## src/rtl/bus_arbiter_pkg.sv

```systemverilog
// Shared types and default timing constants for the CPU external bus arbiter.
package pa_cpu;

    typedef enum logic [2:0] {
        ST_IDLE,
        ST_ADDR,
        ST_STROBE,
        ST_HOLD,
        ST_DMA,
        ST_TURN
    } e_bus_arb_state;

    localparam int BUS_ARB_WS      = 1;
    localparam int BUS_ARB_DMA_MAX = 16;
    localparam int BUS_ARB_WAIT_TO = 255;

endpackage

```

## src/rtl/bus_arbiter_if.sv

```systemverilog
// CPU request, DMA handshake and external pin bundle around the bus arbiter.
interface bus_arbiter_if #(
    parameter int ADDR_W = 22
);
    logic              cpu_req;
    logic              cpu_wr;
    logic              cpu_mem_io;
    logic [ADDR_W-1:0] cpu_addr;
    logic [7:0]        cpu_wdata;
    logic              cpu_halt;
    logic [7:0]        cpu_rdata;
    logic              cpu_done;
    logic              cpu_err;
    logic              dma_req;
    logic              dma_ack;
    logic              pin_wait;
    logic [7:0]        data_bus_in;
    logic [ADDR_W-1:0] address_bus;
    logic [7:0]        data_bus_out;
    logic              data_oe;
    logic              bus_oe;
    logic              rd_n;
    logic              wr_n;
    logic              mem_io;

    // The arbiter itself
    modport master (
        input  cpu_req, cpu_wr, cpu_mem_io, cpu_addr, cpu_wdata, cpu_halt,
        input  dma_req, pin_wait, data_bus_in,
        output cpu_rdata, cpu_done, cpu_err, dma_ack,
        output address_bus, data_bus_out, data_oe, bus_oe, rd_n, wr_n, mem_io
    );

    // CPU core, DMA master and pad ring seen from the other side
    modport slave (
        output cpu_req, cpu_wr, cpu_mem_io, cpu_addr, cpu_wdata, cpu_halt,
        output dma_req, pin_wait, data_bus_in,
        input  cpu_rdata, cpu_done, cpu_err, dma_ack,
        input  address_bus, data_bus_out, data_oe, bus_oe, rd_n, wr_n, mem_io
    );

endinterface

```

## src/rtl/bus_arbiter.sv

```systemverilog
// Sequences CPU bus cycles (addr / strobe+waits / hold) and grants the pins to
// an external DMA master with bounded tenure. Pin outputs follow the FSM by one clock.
module bus_arbiter
    import pa_cpu::*;
#(
    parameter int ADDR_W  = 22,
    parameter int WS      = BUS_ARB_WS,
    parameter int DMA_MAX = BUS_ARB_DMA_MAX,
    parameter int WAIT_TO = BUS_ARB_WAIT_TO
) (
    input  logic          clk,
    input  logic          arst,
    bus_arbiter_if.master bus
);

    localparam logic [3:0] WS_L      = 4'(WS);
    localparam logic [8:0] DMA_MAX_L = 9'(DMA_MAX);
    localparam logic [8:0] WAIT_TO_L = 9'(WAIT_TO);

    e_bus_arb_state    state_q, state_d;
    logic              last_cpu_q, last_cpu_d;
    logic [ADDR_W-1:0] addr_q, addr_d;
    logic              wr_q, wr_d;
    logic              mem_io_q, mem_io_d;
    logic [7:0]        wdata_q, wdata_d;
    logic [7:0]        rdata_q, rdata_d;
    logic [3:0]        ws_cnt_q, ws_cnt_d;
    logic [7:0]        wait_cnt_q, wait_cnt_d;
    logic [7:0]        ten_cnt_q, ten_cnt_d;
    logic              abort_q, abort_d;
    logic              rd_n_q, rd_n_d;
    logic              wr_n_q, wr_n_d;
    logic              bus_oe_q, bus_oe_d;
    logic              data_oe_q, data_oe_d;
    logic              dma_ack_q, dma_ack_d;
    logic              done_q, done_d;
    logic              err_q, err_d;
    logic              cpu_phase;

    assign cpu_phase = state_q inside {ST_ADDR, ST_STROBE, ST_HOLD};

    always_comb begin
        state_d    = state_q;
        last_cpu_d = last_cpu_q;
        addr_d     = addr_q;
        wr_d       = wr_q;
        mem_io_d   = mem_io_q;
        wdata_d    = wdata_q;
        rdata_d    = rdata_q;
        ws_cnt_d   = ws_cnt_q;
        wait_cnt_d = wait_cnt_q;
        ten_cnt_d  = ten_cnt_q;
        abort_d    = abort_q;

        case (state_q)
            ST_IDLE: begin
                // On a tie the requester that did not own the bus last wins
                if (bus.cpu_req && (!bus.dma_req || !last_cpu_q)) begin
                    addr_d   = bus.cpu_addr;
                    wr_d     = bus.cpu_wr;
                    mem_io_d = bus.cpu_mem_io;
                    wdata_d  = bus.cpu_wdata;
                    state_d  = ST_ADDR;
                end else if (bus.dma_req) begin
                    ten_cnt_d = 8'd0;
                    state_d   = ST_DMA;
                end
            end
            ST_ADDR: begin
                ws_cnt_d   = WS_L;
                wait_cnt_d = 8'd0;
                abort_d    = 1'b0;
                state_d    = ST_STROBE;
            end
            ST_STROBE: begin
                if (ws_cnt_q != 4'd0) begin
                    ws_cnt_d = ws_cnt_q - 4'd1;
                end
                if (bus.pin_wait) begin
                    if (wait_cnt_q != 8'hFF) begin
                        wait_cnt_d = wait_cnt_q + 8'd1;
                    end
                    if ({1'b0, wait_cnt_q} + 9'd1 >= WAIT_TO_L) begin
                        abort_d = 1'b1;
                        rdata_d = bus.data_bus_in;
                        state_d = ST_HOLD;
                    end
                end else begin
                    wait_cnt_d = 8'd0;
                    if (ws_cnt_q == 4'd0) begin
                        rdata_d = bus.data_bus_in;
                        state_d = ST_HOLD;
                    end
                end
            end
            ST_HOLD: begin
                last_cpu_d = 1'b1;
                state_d    = ST_IDLE;
            end
            ST_DMA: begin
                last_cpu_d = 1'b0;
                if (!bus.dma_req) begin
                    state_d = ST_TURN;
                end else if (bus.cpu_req) begin
                    if (ten_cnt_q != 8'hFF) begin
                        ten_cnt_d = ten_cnt_q + 8'd1;
                    end
                    if ({1'b0, ten_cnt_q} + 9'd1 >= DMA_MAX_L) begin
                        state_d = ST_TURN;
                    end
                end
            end
            ST_TURN: state_d = ST_IDLE;
            default: state_d = ST_IDLE;
        endcase
    end

    // Pins decode the current state; bus_oe also drops early on a DMA grant so
    // the address drivers are off a full cycle before dma_ack rises.
    always_comb begin
        rd_n_d    = !(state_q == ST_STROBE && !wr_q);
        wr_n_d    = !(state_q == ST_STROBE && wr_q);
        data_oe_d = cpu_phase && wr_q;
        bus_oe_d  = cpu_phase ||
                    (state_q == ST_IDLE && !bus.cpu_halt && state_d != ST_DMA);
        dma_ack_d = (state_q == ST_DMA);
        done_d    = (state_q == ST_HOLD);
        err_d     = (state_q == ST_HOLD) && abort_q;
    end

    always_ff @(posedge clk or negedge arst) begin
        if (!arst) begin
            state_q    <= ST_IDLE;
            last_cpu_q <= 1'b0;
            addr_q     <= '0;
            wr_q       <= 1'b0;
            mem_io_q   <= 1'b1;
            wdata_q    <= 8'd0;
            rdata_q    <= 8'd0;
            ws_cnt_q   <= 4'd0;
            wait_cnt_q <= 8'd0;
            ten_cnt_q  <= 8'd0;
            abort_q    <= 1'b0;
            rd_n_q     <= 1'b1;
            wr_n_q     <= 1'b1;
            bus_oe_q   <= 1'b0;
            data_oe_q  <= 1'b0;
            dma_ack_q  <= 1'b0;
            done_q     <= 1'b0;
            err_q      <= 1'b0;
        end else begin
            state_q    <= state_d;
            last_cpu_q <= last_cpu_d;
            addr_q     <= addr_d;
            wr_q       <= wr_d;
            mem_io_q   <= mem_io_d;
            wdata_q    <= wdata_d;
            rdata_q    <= rdata_d;
            ws_cnt_q   <= ws_cnt_d;
            wait_cnt_q <= wait_cnt_d;
            ten_cnt_q  <= ten_cnt_d;
            abort_q    <= abort_d;
            rd_n_q     <= rd_n_d;
            wr_n_q     <= wr_n_d;
            bus_oe_q   <= bus_oe_d;
            data_oe_q  <= data_oe_d;
            dma_ack_q  <= dma_ack_d;
            done_q     <= done_d;
            err_q      <= err_d;
        end
    end

    assign bus.address_bus  = addr_q;
    assign bus.data_bus_out = wdata_q;
    assign bus.mem_io       = mem_io_q;
    assign bus.cpu_rdata    = rdata_q;
    assign bus.rd_n         = rd_n_q;
    assign bus.wr_n         = wr_n_q;
    assign bus.bus_oe       = bus_oe_q;
    assign bus.data_oe      = data_oe_q;
    assign bus.dma_ack      = dma_ack_q;
    assign bus.cpu_done     = done_q;
    assign bus.cpu_err      = err_q;

endmodule

```

## src/flat_wrapper.sv

```systemverilog
// flat-port wrapper written by rule: the top's interface ports become plain ports
module bus_arbiter_flat import pa_cpu::*;
#(
    parameter int ADDR_W  = 22,
    parameter int WS      = BUS_ARB_WS,
    parameter int DMA_MAX = BUS_ARB_DMA_MAX,
    parameter int WAIT_TO = BUS_ARB_WAIT_TO
)
  (clk, arst, bus_cpu_req, bus_cpu_wr, bus_cpu_mem_io, bus_cpu_addr, bus_cpu_wdata, bus_cpu_halt, bus_dma_req, bus_pin_wait, bus_data_bus_in, bus_cpu_rdata, bus_cpu_done, bus_cpu_err, bus_dma_ack, bus_address_bus, bus_data_bus_out, bus_data_oe, bus_bus_oe, bus_rd_n, bus_wr_n, bus_mem_io);
  bus_arbiter_if #(.ADDR_W(ADDR_W)) bus_i ();
  input  logic clk;
  input  logic arst;
  input wire logic [$bits(bus_i.cpu_req)-1:0] bus_cpu_req;
  input wire logic [$bits(bus_i.cpu_wr)-1:0] bus_cpu_wr;
  input wire logic [$bits(bus_i.cpu_mem_io)-1:0] bus_cpu_mem_io;
  input wire logic [$bits(bus_i.cpu_addr)-1:0] bus_cpu_addr;
  input wire logic [$bits(bus_i.cpu_wdata)-1:0] bus_cpu_wdata;
  input wire logic [$bits(bus_i.cpu_halt)-1:0] bus_cpu_halt;
  input wire logic [$bits(bus_i.dma_req)-1:0] bus_dma_req;
  input wire logic [$bits(bus_i.pin_wait)-1:0] bus_pin_wait;
  input wire logic [$bits(bus_i.data_bus_in)-1:0] bus_data_bus_in;
  output wire logic [$bits(bus_i.cpu_rdata)-1:0] bus_cpu_rdata;
  output wire logic [$bits(bus_i.cpu_done)-1:0] bus_cpu_done;
  output wire logic [$bits(bus_i.cpu_err)-1:0] bus_cpu_err;
  output wire logic [$bits(bus_i.dma_ack)-1:0] bus_dma_ack;
  output wire logic [$bits(bus_i.address_bus)-1:0] bus_address_bus;
  output wire logic [$bits(bus_i.data_bus_out)-1:0] bus_data_bus_out;
  output wire logic [$bits(bus_i.data_oe)-1:0] bus_data_oe;
  output wire logic [$bits(bus_i.bus_oe)-1:0] bus_bus_oe;
  output wire logic [$bits(bus_i.rd_n)-1:0] bus_rd_n;
  output wire logic [$bits(bus_i.wr_n)-1:0] bus_wr_n;
  output wire logic [$bits(bus_i.mem_io)-1:0] bus_mem_io;
  assign bus_i.cpu_req = bus_cpu_req;
  assign bus_i.cpu_wr = bus_cpu_wr;
  assign bus_i.cpu_mem_io = bus_cpu_mem_io;
  assign bus_i.cpu_addr = bus_cpu_addr;
  assign bus_i.cpu_wdata = bus_cpu_wdata;
  assign bus_i.cpu_halt = bus_cpu_halt;
  assign bus_i.dma_req = bus_dma_req;
  assign bus_i.pin_wait = bus_pin_wait;
  assign bus_i.data_bus_in = bus_data_bus_in;
  assign bus_cpu_rdata = bus_i.cpu_rdata;
  assign bus_cpu_done = bus_i.cpu_done;
  assign bus_cpu_err = bus_i.cpu_err;
  assign bus_dma_ack = bus_i.dma_ack;
  assign bus_address_bus = bus_i.address_bus;
  assign bus_data_bus_out = bus_i.data_bus_out;
  assign bus_data_oe = bus_i.data_oe;
  assign bus_bus_oe = bus_i.bus_oe;
  assign bus_rd_n = bus_i.rd_n;
  assign bus_wr_n = bus_i.wr_n;
  assign bus_mem_io = bus_i.mem_io;
  bus_arbiter #(.ADDR_W(ADDR_W), .WS(WS), .DMA_MAX(DMA_MAX), .WAIT_TO(WAIT_TO)) u_core (.clk(clk), .arst(arst), .bus(bus_i));
endmodule
```

## config.mk

```make
export PLATFORM = sky130hd
export DESIGN_NAME = bus_arbiter_flat
export DESIGN_NICKNAME = d
export VERILOG_FILES = /design/src/rtl/bus_arbiter_pkg.sv /design/src/rtl/bus_arbiter_if.sv /design/src/rtl/bus_arbiter.sv /design/src/flat_wrapper.sv
export SDC_FILE = /design/constraint.sdc
export NUM_CORES = 1
export LEC_CHECK = 0
export BUFFER_PORTS_ARGS = -buffer_cell sky130_fd_sc_hd__buf_4
export CORE_AREA = 2 2 88 90
export DETAILED_ROUTE_END_ITERATION = 8
export DIE_AREA = 0 0 90 92
export GPL_TIMING_DRIVEN = 0
export PLACE_DENSITY = 0.7
export SLEW_MARGIN = 20
export SYNTH_ARGS = -nofsm -noshare
export SYNTH_HDL_FRONTEND = slang
export SYNTH_SLANG_ARGS = --single-unit
```

## constraint.sdc

```tcl
create_clock -name clk -period 2.9 [get_ports clk]
set_input_delay 0.58 -clock clk [delete_from_list [all_inputs] [get_ports clk]]
set_output_delay 0.58 -clock clk [all_outputs]
set_load 0.01 [all_outputs]
```

==> results of run 1 <==
[routing by layer]
metal	vias to the layer above	part of all wire	wire [um]	global-route usage
met4	0	0.022	153	0.08077
met5	-	0	0	0
met3	14	0.051	357	0.04848
met2	66	0.50	3450	0.2794
met1	1234	0.43	3002	0.2256
li1	1217	-	-	-
[timing repair]
item                                    in CTS  in global routing
hold buffers                                 0                  0
buffers inserted                             0                  1
gates resized for setup                      0                  2
endpoints found under the setup margin       0                  9
[registers in the layout, indices dropped and copies added, names as in the netlist]
| signal | cells |
|---|---|
| u_core.bus.dma_ack | 1 |
| u_core.bus.cpu_done | 1 |
| u_core.bus.address_bus | 22 |
| u_core.abort_q | 1 |
| u_core.bus.cpu_rdata | 8 |
| u_core.bus.rd_n | 1 |
| u_core.bus.data_bus_out | 8 |
| u_core.last_cpu_q | 1 |
| u_core.bus.mem_io | 1 |
| u_core.bus.bus_oe | 1 |
| u_core.ws_cnt_q | 4 |
| u_core.state_q | 3 |
| u_core.ten_cnt_q | 8 |
| u_core.bus.wr_n | 1 |
| u_core.wait_cnt_q | 8 |
| u_core.wr_q | 1 |
| u_core.bus.cpu_err | 1 |
| u_core.bus.data_oe | 1 |
[through the flow]
stage / worst slack, ns / util
6_report: 0.1671 / 0.5721
4_1_cts: 0.05504 / 0.5692
3_3_place_gp: 0.1317 / 0.5422
3_5_place_dp: 0.07618 / 0.5422
2_1_floorplan: 0.3523 / -
5_1_grt: 0.04088 / 0.5721
[cells in the final DEF, fill, tap and decap left out, types with 7 or more instances in the layout]
| cell type | Yosys | routed |
|---|---|---|
| a21oi_1 | 9 | 9 |
| and3_1 | 10 | 10 |
| buf_4 | 1 | 92 |
| clkbuf_1 | 8 | 7 |
| clkbuf_8 | 0 | 9 |
| dfrtp_1 | 69 | 69 |
| inv_1 | 9 | 9 |
| mux2_2 | 40 | 40 |
| nand2_1 | 21 | 21 |
| nand3_1 | 11 | 11 |
| nor2_1 | 20 | 20 |
| o21ai_0 | 17 | 17 |
| o31ai_1 | 8 | 8 |
[area by class of cell]
type / instances / area [um^2] / share of cell area
Buffer: 11 / 48.80 / 0.01145
Sequential cell: 72 / 1805 / 0.4238
Multi-Input combinational cell: 190 / 1340 / 0.3145
Inverter: 9 / 33.78 / 0.007930
Tap cell: 102 / 127.6 / 0.02996
Timing Repair Buffer: 92 / 703.2 / 0.1651
Clock inverter: 7 / 77.57 / 0.01821
Clock buffer: 9 / 123.9 / 0.02907
[power by group through the flow]
stage	Clock [mW]	Sequential, mW	Combinational, mW
2_1_floorplan	0	1.76	0.700
3_3_place_gp	0	1.62	1.53
3_5_place_dp	0	1.64	1.57
4_1_cts	0.823	1.63	1.57
5_1_grt	0.869	1.68	1.70
6_report	0.800	1.63	1.56
[cell families (layout without fill, tap and decap cells)]
kind of cell,count (synthesis),after routing,share of synthesized area
and+or+nand+nor,91,91,0.1415
DFF,72,72,0.5595
AOI/OAI and AO/OA,47,47,0.09423
muxes,41,41,0.1427
buffers and inverters,20,128,0.02520
adders and majority gates,6,6,0.02326
xor gates and xnor gates,5,5,0.01357
[worst paths after layout]
check,to,slack [ns],cells after the start
max,u_core.bus.cpu_rdata[7],0.17,8
min,u_core.bus.data_bus_out[3],0.36,1
max reg2reg,u_core.bus.cpu_rdata[7],0.17,8
min reg2reg,u_core.bus.cpu_err,0.50,1
max in group asynchronous,u_core.bus.cpu_rdata[6],1.97,1
min in group clk,u_core.bus.bus_oe,0.43,2
==> impl_metrics.env, run 1 <==
export IMPL_outcome="complete, no violations"
export IMPL_cts_max_level=3
export IMPL_power_density_nw_per_um2=935.3
export IMPL_die_w_um=90
export IMPL_whs_ns=0.3599
export IMPL_power_frac_comb=0.391
export IMPL_fill_cells=658
export IMPL_synth_warnings=0
export IMPL_fmax_ghz=0.3659
export IMPL_crit_buf_inv=2
export IMPL_hold_viol_final=0
export IMPL_pin_count=92
export IMPL_wl_per_cell_um=14.15
export IMPL_cpLargestDelayFamily="simple AND/OR/NAND/NOR gates"
export IMPL_r2r_start="u_core.wait_cnt_q[1]"
export IMPL_synth_avg_cell_area_um2=11.44
export IMPL_clk_latency_ns=0.35
export IMPL_synth_ff_type="dfrtp_1"
export IMPL_final_cell_count_no_fill=492
export IMPL_ir_drop_v=0.0006150
export IMPL_fp_coreArea_um2=7447
export IMPL_synth_common_cells="dfrtp_1 (69), mux2_2 (40), nand2_1 (21)"
export IMPL_fin_skew_ns=0.01314
export IMPL_power_leakage_nw=1.976
export IMPL_wl_mm=6.964
export IMPL_vias=2531
export IMPL_dp_hpwl_mm=4.916
export IMPL_dr_pass1_iters=4
export IMPL_async_flop_share=1.000
export IMPL_synth_top_area_cell="dfrtp_1"
export IMPL_gp_congestion=0.8472
export IMPL_syn_area_um2=3227
export IMPL_n_antenna_cell=0
export IMPL_ant_nets=0
export IMPL_period_share=0.9424
export IMPL_numPortBuffers=91
export IMPL_fin_nets=437
export IMPL_seqPwrFrac=0.408
export IMPL_yosys_register_bits=72
export IMPL_ys_types=42
export IMPL_synth_edf_count=0
export IMPL_dr_first_iter_drc_count=84
export IMPL_stdcell_area_um2=4260
export IMPL_cp_slowest_cell="or4_1"
export IMPL_cts_path_max_buffers=2
export IMPL_rsz0062_at_grt="no"
export IMPL_yosysSeqAreaShare=0.5595
export IMPL_finalCriticalPeriod_ns=2.733
export IMPL_clk_pin_slew_ns=0.09
export IMPL_finalSetupViolations=0
export IMPL_drive_above_1_share=0.4026
export IMPL_num_rows=32
export IMPL_crit_type="flop to flop"
export IMPL_cts_num_sinks=72
export IMPL_maxCapViolCount=0
export IMPL_setup_tns_ns=0
export IMPL_max_slew_margin=0.4119
export IMPL_antenna_found_initial=0
export IMPL_power_mw=3.985
export IMPL_max_slew_worst_pin_slew_ns=0.8821
export IMPL_syn_inst=282
export IMPL_die_area_um2=8280
export IMPL_grt_overflow_total=0
export IMPL_die_h_um=92
export IMPL_maxSlewViolCount=0
export IMPL_crit_start="u_core.wait_cnt_q[1]"
export IMPL_place_area_um2=4038
export IMPL_worst_setup_path_start_kind="flop"
export IMPL_area_growth_pct=32.03
export IMPL_numCtsBuffers=9
export IMPL_path_cells="ha_1 -> clkbuf_1 -> or4_1 -> and3_1 -> o31a_1 -> a21oi_4 -> buf_12 -> mux2_2"
export IMPL_remaining_drc_errors=0
export IMPL_grt_use_total=0.1760
export IMPL_crit_fanout=10
export IMPL_endpoint_kind="flop"
export IMPL_p_sw_mw=1.350
export IMPL_grt_pass1_vias=2477
export IMPL_cts_tree="built"
export IMPL_synthesis_nets=334
export IMPL_cp_required_ns=3.12
export IMPL_clkPwrFrac=0.201
export IMPL_start_util=0.4333
export IMPL_intPower_mw=2.635
export IMPL_switching_share=0.3387
export IMPL_clockRootBuffer="clkbuf_8"
export IMPL_placed_cells=475
export IMPL_yosysMostFrequentCell="dfrtp_1"
export IMPL_cp_arrival_ns=2.95
export IMPL_hold_class="input pin to asynchronous set/reset pin"
export IMPL_grt_pass1_wl_mm=11.67
export IMPL_synth_area_leaders="dfrtp_1 (54%), mux2_2 (14%), o21ai_0 (2.6%)"
export IMPL_grt_start_max_net_pins=73
export IMPL_cp_slowest_stage_delay_ns=0.55
export IMPL_avgViaCountPerCell=5.144
export IMPL_synth_top_area_share=0.5351
Power figures use the tool's default switching activity.
==> run 2, diff against run 1 <==
--- a/config.mk
+++ b/config.mk
@@ -10,7 +10,7 @@
 export DETAILED_ROUTE_END_ITERATION = 8
 export DIE_AREA = 0 0 90 92
 export GPL_TIMING_DRIVEN = 0
-export PLACE_DENSITY = 0.7
+export PLACE_DENSITY = 0.76
 export SLEW_MARGIN = 20
 export SYNTH_ARGS = -nofsm -noshare
 export SYNTH_HDL_FRONTEND = slang
==> impl_metrics.env, run 2 (synthesis gave the netlist of run 1 again) <==
export IMPL_finalCriticalPeriod_ns=2.733
export IMPL_r2r_end="u_core.bus.cpu_rdata[6]"
export IMPL_gp_congestion=0.8714
export IMPL_worst_setup_path_start_kind="flop"
export IMPL_die_w_um=90
export IMPL_cts_path_max_buffers=2
export IMPL_seqPwrFrac=0.402
export IMPL_clk_pin_slew_ns=0.09
export IMPL_grt_overflow_total=0
export IMPL_num_rows=32
export IMPL_numCtsBuffers=9
export IMPL_fp_coreArea_um2=7447
export IMPL_power_leakage_nw=1.981
export IMPL_fill_cells=657
export IMPL_intPower_mw=2.720
export IMPL_wl_mm=6.850
export IMPL_die_area_um2=8280
export IMPL_ant_nets=0
export IMPL_max_slew_worst_pin_slew_ns=0.8879
export IMPL_dr_first_iter_drc_count=161
export IMPL_grt_start_max_net_pins=73
export IMPL_max_slew_margin=0.4081
export IMPL_grt_pass1_vias=2414
export IMPL_start_util=0.4333
export IMPL_post_cts_resized=0
export IMPL_crit_cells=8
export IMPL_outcome="complete, no violations"
export IMPL_rsz0062_at_grt="no"
export IMPL_maxSlewViolCount=0
export IMPL_hold_class="input pin to asynchronous set/reset pin"
export IMPL_vias=2537
export IMPL_crit_fanout=10
export IMPL_grt_use_total=0.1669
export IMPL_remaining_drc_errors=0
export IMPL_switching_share=0.3282
export IMPL_path_cells="ha_1 -> clkbuf_1 -> or4_1 -> and3_1 -> o31a_1 -> a21oi_4 -> buf_12 -> mux2_2"
export IMPL_crit_start="u_core.wait_cnt_q[1]"
export IMPL_final_cell_mix="buf_4 (92), dfrtp_1 (69), mux2_2 (40), nand2_1 (21), nor2_1 (20)"
export IMPL_postCtsHoldBufs=0
export IMPL_placed_cells=475
export IMPL_cp_slowest_stage_delay_ns=0.56
export IMPL_cts_num_sinks=72
export IMPL_dp_hpwl_mm=4.929
export IMPL_period_share=0.9426
export IMPL_cts_max_level=3
export IMPL_dr_pass1_iters=4
export IMPL_cp_endpoint="u_core.bus.cpu_rdata[6]"
export IMPL_whs_ns=0.3420
export IMPL_power_density_nw_per_um2=946.9
export IMPL_fin_nets=437
export IMPL_postCtsSetupBuffers=0
export IMPL_cpLargestDelayFamily="simple AND/OR/NAND/NOR gates"
export IMPL_cp_required_ns=3.13
export IMPL_endpoint_kind="flop"
export IMPL_n_antenna_cell=0
export IMPL_numPortBuffers=91
export IMPL_cts_tree="built"
export IMPL_crit_buf_inv=2
export IMPL_grt_pass1_wl_mm=11.21
export IMPL_avgViaCountPerCell=5.157
export IMPL_wl_per_cell_um=13.92
export IMPL_final_common_cell="buf_4"
export IMPL_fmax_ghz=0.3658
export IMPL_p_sw_mw=1.329
export IMPL_cp_slowest_cell="or4_1"
export IMPL_cp_arrival_ns=2.96
export IMPL_fin_skew_ns=0.01797
export IMPL_crit_type="flop to flop"
export IMPL_hold_viol_final=0
export IMPL_r2r_cells=8
export IMPL_power_frac_comb=0.382
export IMPL_pin_count=92
export IMPL_ir_drop_v=0.0005770
export IMPL_maxCapViolCount=0
export IMPL_antenna_found_initial=0
export IMPL_clkPwrFrac=0.217
export IMPL_largest_register_ffs=22
export IMPL_final_cell_count_no_fill=492
export IMPL_die_h_um=92
export IMPL_drive_above_1_share=0.3974
export IMPL_setup_tns_ns=0
export IMPL_r2r_start="u_core.wait_cnt_q[1]"
export IMPL_clockRootBuffer="clkbuf_8"
export IMPL_clk_latency_ns=0.35
export IMPL_area_growth_pct=32.49
export IMPL_rrSetupSlack_ns=0.17
export IMPL_finalSetupViolations=0
export IMPL_fin_util=0.5741
==> run 2: power groups by stage <==
stage                     Clock [mW]  Combinational [mW]  Sequential (mW)
after floorplan                    0               0.700             1.76
after global placement             0                1.52             1.62
after detailed placement           0                1.56             1.64
after CTS                      0.888                1.56             1.63
after global routing           0.928                1.69             1.69
final                          0.878                1.55             1.63
==> run 2: layer usage <==
layer | vias to the layer above | track usage | routed length [um]
met5 | - | 0 | 0
met4 | 0 | 0.08205 | 157
met3 | 15 | 0.04273 | 427
met2 | 87 | 0.2569 | 3263
met1 | 1221 | 0.2208 | 3001
li1 | 1214 | - | -
==> run 2: layout make-up <==
class                           instances  area, um^2  share of cell area
Clock buffer                           10       127.6             0.02985
Inverter                                9       33.78            0.007902
Multi-Input combinational cell        190        1340              0.3134
Tap cell                              102       127.6             0.02985
Sequential cell                        72        1805              0.4223
Clock inverter                          6       90.09             0.02107
Timing Repair Buffer                   92       703.2              0.1645
Buffer                                 11       47.55             0.01112
==> run 2: worst register-to-register path, stage by stage (launching register included) <==
cell      delay, ns
dfrtp_1        0.46
ha_1           0.21
clkbuf_1       0.23
or4_1          0.56
and3_1         0.19
o31a_1         0.33
a21oi_4        0.15
buf_12         0.15
mux2_2         0.34
==> run 2: worst min path at each step <==
stage / from / endpoint
floorplan: arst / u_core.abort_q
global placement: u_core.wr_q / u_core.bus.wr_n
detailed placement: u_core.wr_q / u_core.bus.wr_n
global route: arst / u_core.bus.data_bus_out[0]
CTS: arst / u_core.ten_cnt_q[0]
finish: arst / u_core.ten_cnt_q[4]
==> run 2: stage by stage <==
stage / area, um^2 / total power, mW / setup slack (ns)
floorplan: 3227 / 2.461 / 0.3523
global placement: 4038 / 3.141 / 0.1240
detailed placement: 4038 / 3.200 / 0.06706
CTS: 4255 / 4.077 / 0.06161
global route: 4275 / 4.300 / 0.02661
finish: 4275 / 4.048 / 0.1665
==> run 3, diff against run 2 <==
--- a/config.mk
+++ b/config.mk
@@ -5,12 +5,13 @@
 export SDC_FILE = /design/constraint.sdc
 export NUM_CORES = 1
 export LEC_CHECK = 0
+export ABC_AREA = 1
 export BUFFER_PORTS_ARGS = -buffer_cell sky130_fd_sc_hd__buf_4
 export CORE_AREA = 2 2 88 90
 export DETAILED_ROUTE_END_ITERATION = 8
 export DIE_AREA = 0 0 90 92
 export GPL_TIMING_DRIVEN = 0
-export PLACE_DENSITY = 0.76
+export PLACE_DENSITY = 0.75
 export SLEW_MARGIN = 20
 export SYNTH_ARGS = -nofsm -noshare
 export SYNTH_HDL_FRONTEND = slang
==> impl_metrics.env, run 3 <==
export IMPL_outcome="complete, no violations"
export IMPL_synth_ff_type="dfrtp_1"
export IMPL_dr_first_iter_drc_count=161
export IMPL_post_cts_resized=0
export IMPL_fin_nets=537
export IMPL_worst_setup_path_start_kind="flop"
export IMPL_yosysSeqAreaShare=0.5608
export IMPL_drive_above_1_share=0.2673
export IMPL_crit_type="flop to flop"
export IMPL_maxCapViolCount=0
export IMPL_fin_skew_ns=0.007144
export IMPL_dr_pass1_iters=4
export IMPL_cts_path_max_buffers=2
export IMPL_clk_pin_slew_ns=0.08
export IMPL_synth_edf_count=0
export IMPL_cts_max_level=3
export IMPL_hold_class="input pin to asynchronous set/reset pin"
export IMPL_start_util=0.4323
export IMPL_synth_area_leaders="dfrtp_1 (54%), nand2_1 (19%), nand3_1 (3.9%)"
export IMPL_cts_tree="built"
export IMPL_postCtsHoldBufs=0
export IMPL_crit_top_cell="nor2_1"
export IMPL_synth_top_area_share=0.5363
export IMPL_rsz0062_at_grt="no"
export IMPL_synth_top_area_cell="dfrtp_1"
export IMPL_period_share=0.6385
export IMPL_synth_compound_area_frac=0.05286
export IMPL_async_flop_share=1.000
export IMPL_synth_warnings=0
export IMPL_grt_use_total=0.1825
export IMPL_finalCriticalPeriod_ns=1.852
export IMPL_final_cell_mix="nand2_1 (165), buf_4 (91), dfrtp_1 (69), inv_1 (27), nand3_1 (25)"
export IMPL_largest_register_ffs=22
export IMPL_synth_top_family_by_area="simple AND/OR/NAND/NOR gates"
export IMPL_regArea_um2=1805
export IMPL_synth_avg_cell_area_um2=8.406
export IMPL_avgViaCountPerCell=4.757
export IMPL_clk_latency_ns=0.35
export IMPL_wl_mm=7.038
export IMPL_grt_pass1_wl_mm=12.21
export IMPL_pin_count=92
export IMPL_fin_util=0.5716
export IMPL_synth_mux_area_frac=0
export IMPL_fmax_ghz=0.5400
export IMPL_die_h_um=92
export IMPL_numCtsBuffers=9
export IMPL_maxSlewViolCount=0
export IMPL_vias=2816
export IMPL_synthesis_nets=435
export IMPL_grt_start_max_net_pins=73
export IMPL_setup_tns_ns=0
export IMPL_path_cells="inv_1 -> ha_1 -> nor2_1 -> nor2_1 -> nor2_1 -> nand3_1 -> nor2_1 -> nand3_2 -> nand3_4 -> nand2_4 -> nand3_1 -> nand2_1 -> nand2_1"
export IMPL_ys_types=29
export IMPL_ant_nets=0
export IMPL_synth_adder_area_share=0.02332
export IMPL_n_antenna_cell=0
export IMPL_synth_xor_area_frac=0.002721
export IMPL_cts_num_sinks=72
export IMPL_cp_slowest_stage_delay_ns=0.44
export IMPL_die_area_um2=8280
export IMPL_synthSimpleGateAreaFrac=0.3082
export IMPL_cp_slowest_cell="dfrtp_1"
export IMPL_area_growth_pct=32.22
export IMPL_ir_drop_v=0.0004671
export IMPL_gp_congestion=0.8546
export IMPL_syn_area_um2=3219
export IMPL_num_rows=32
export IMPL_antenna_found_initial=0
export IMPL_fp_coreArea_um2=7447
export IMPL_yosys_register_bits=72
export IMPL_power_leakage_nw=2.305
export IMPL_yosysMostFrequentCell="nand2_1"
export IMPL_power_density_nw_per_um2=930.3
export IMPL_wl_per_cell_um=11.89
export IMPL_syn_inst=383
export IMPL_remaining_drc_errors=0
export IMPL_endpoint_kind="flop"
export IMPL_hold_viol_final=0
export IMPL_postCtsSetupBuffers=0
export IMPL_grt_overflow_total=0
export IMPL_max_slew_worst_pin_slew_ns=0.8782
export IMPL_finalSetupViolations=0
export IMPL_dp_hpwl_mm=5.137
export IMPL_synth_common_cells="nand2_1 (165), dfrtp_1 (69), inv_1 (27)"
export IMPL_whs_ns=0.3375
export IMPL_numPortBuffers=91
export IMPL_die_w_um=90
export IMPL_crit_fanout=10
export IMPL_multiInputGateArea_um2=1246
export IMPL_clockRootBuffer="clkbuf_8"
export IMPL_cp_arrival_ns=2.14
export IMPL_max_slew_margin=0.4145
export IMPL_grt_pass1_vias=2692
export IMPL_fill_cells=694
export IMPL_final_common_cell="nand2_1"
export IMPL_cp_required_ns=3.18
-- run 3: cell types whose count changed after synthesis, sizes merged, moves of 4 or more --
| cell | previous run | this run |
|---|---|---|
| o31ai | 8 | 0 |
| inv | 9 | 36 |
| nor2 | 20 | 25 |
| and3 | 10 | 0 |
| nand2 | 21 | 167 |
| o22ai | 0 | 5 |
| nand3 | 11 | 29 |
| mux2 | 40 | 0 |
| xnor2 | 4 | 0 |
| nand2b | 5 | 0 |
-- run 3: cell type report --
cell class,count,share of cell area
sequential,72,0.4242
clock buffer,9,0.02910
multi-input combinational,267,0.2928
buffer,7,0.006173
clock inverter,7,0.02410
timing repair buffer,91,0.1605
inverter,37,0.03322
tap,102,0.02998
-- run 3: stage by stage --
stage          instance area (um^2)  power (mW)  std cells  setup slack (ns)
2_1_floorplan                  3219       2.389        383             1.254
3_3_place_gp                   4030       3.037        576             1.055
3_5_place_dp                   4030       3.093        576             1.015
4_1_cts                        4257       4.000        592             1.035
5_1_grt                        4257       4.269        592            0.8197
6_report                       4257       3.960        592             1.048
-- run 3: critical path: cells and delay by family, from the launching register on --
family	cells	cell delay, ns
fa+ha+maj	1	0.30
buf+inv	1	0.07
flops	1	0.44
simple gates	11	1.00
-- run 3: final timing paths --
kind | endpoint | depth (start not counted) | start | slack [ns]
worst min-delay path | u_core.bus.cpu_rdata[4] | 1 | arst | 0.34
max in group asynchronous | u_core.ten_cnt_q[6] | 1 | arst | 1.98
worst max register to register | u_core.bus.bus_oe | 13 | u_core.wait_cnt_q[0] | 1.05
worst max-delay path | u_core.bus.bus_oe | 13 | u_core.wait_cnt_q[0] | 1.05
min in group clk | u_core.bus.wr_n | 1 | u_core.wr_q | 0.41
worst min register to register | u_core.bus.wr_n | 1 | u_core.wr_q | 0.41
-- run 3: logic make-up (layout without fill, tap and decap cells) --
kind of cell | count (synthesis) | after routing
flip-flops | 72 | 72
adder cells (fa/ha/maj) | 6 | 6
XOR/XNOR | 1 | 1
AO/OA/AOI/OAI | 31 | 31
AND/OR/NAND/NOR | 229 | 229
buffers and inverters | 44 | 151
-- run 3: report_power, final --
part | total (mW) | internal [mW] | switching (mW)
clock network | 0.897 | 0.493 | 0.404
registers | 1.60 | 1.36 | 0.235
logic | 1.47 | 0.629 | 0.837
total | 3.96 | 2.48 | 1.48
-- run 3: routing by layer --
| metal | vias to the layer above | GRT usage | wire length, um |
|---|---|---|---|
| met4 | 0 | 0.07692 | 85 |
| met1 | 1332 | 0.2354 | 3068 |
| met2 | 72 | 0.2932 | 3483 |
| li1 | 1406 | - | - |
| met3 | 6 | 0.04766 | 401 |
| met5 | - | 0 | 0 |
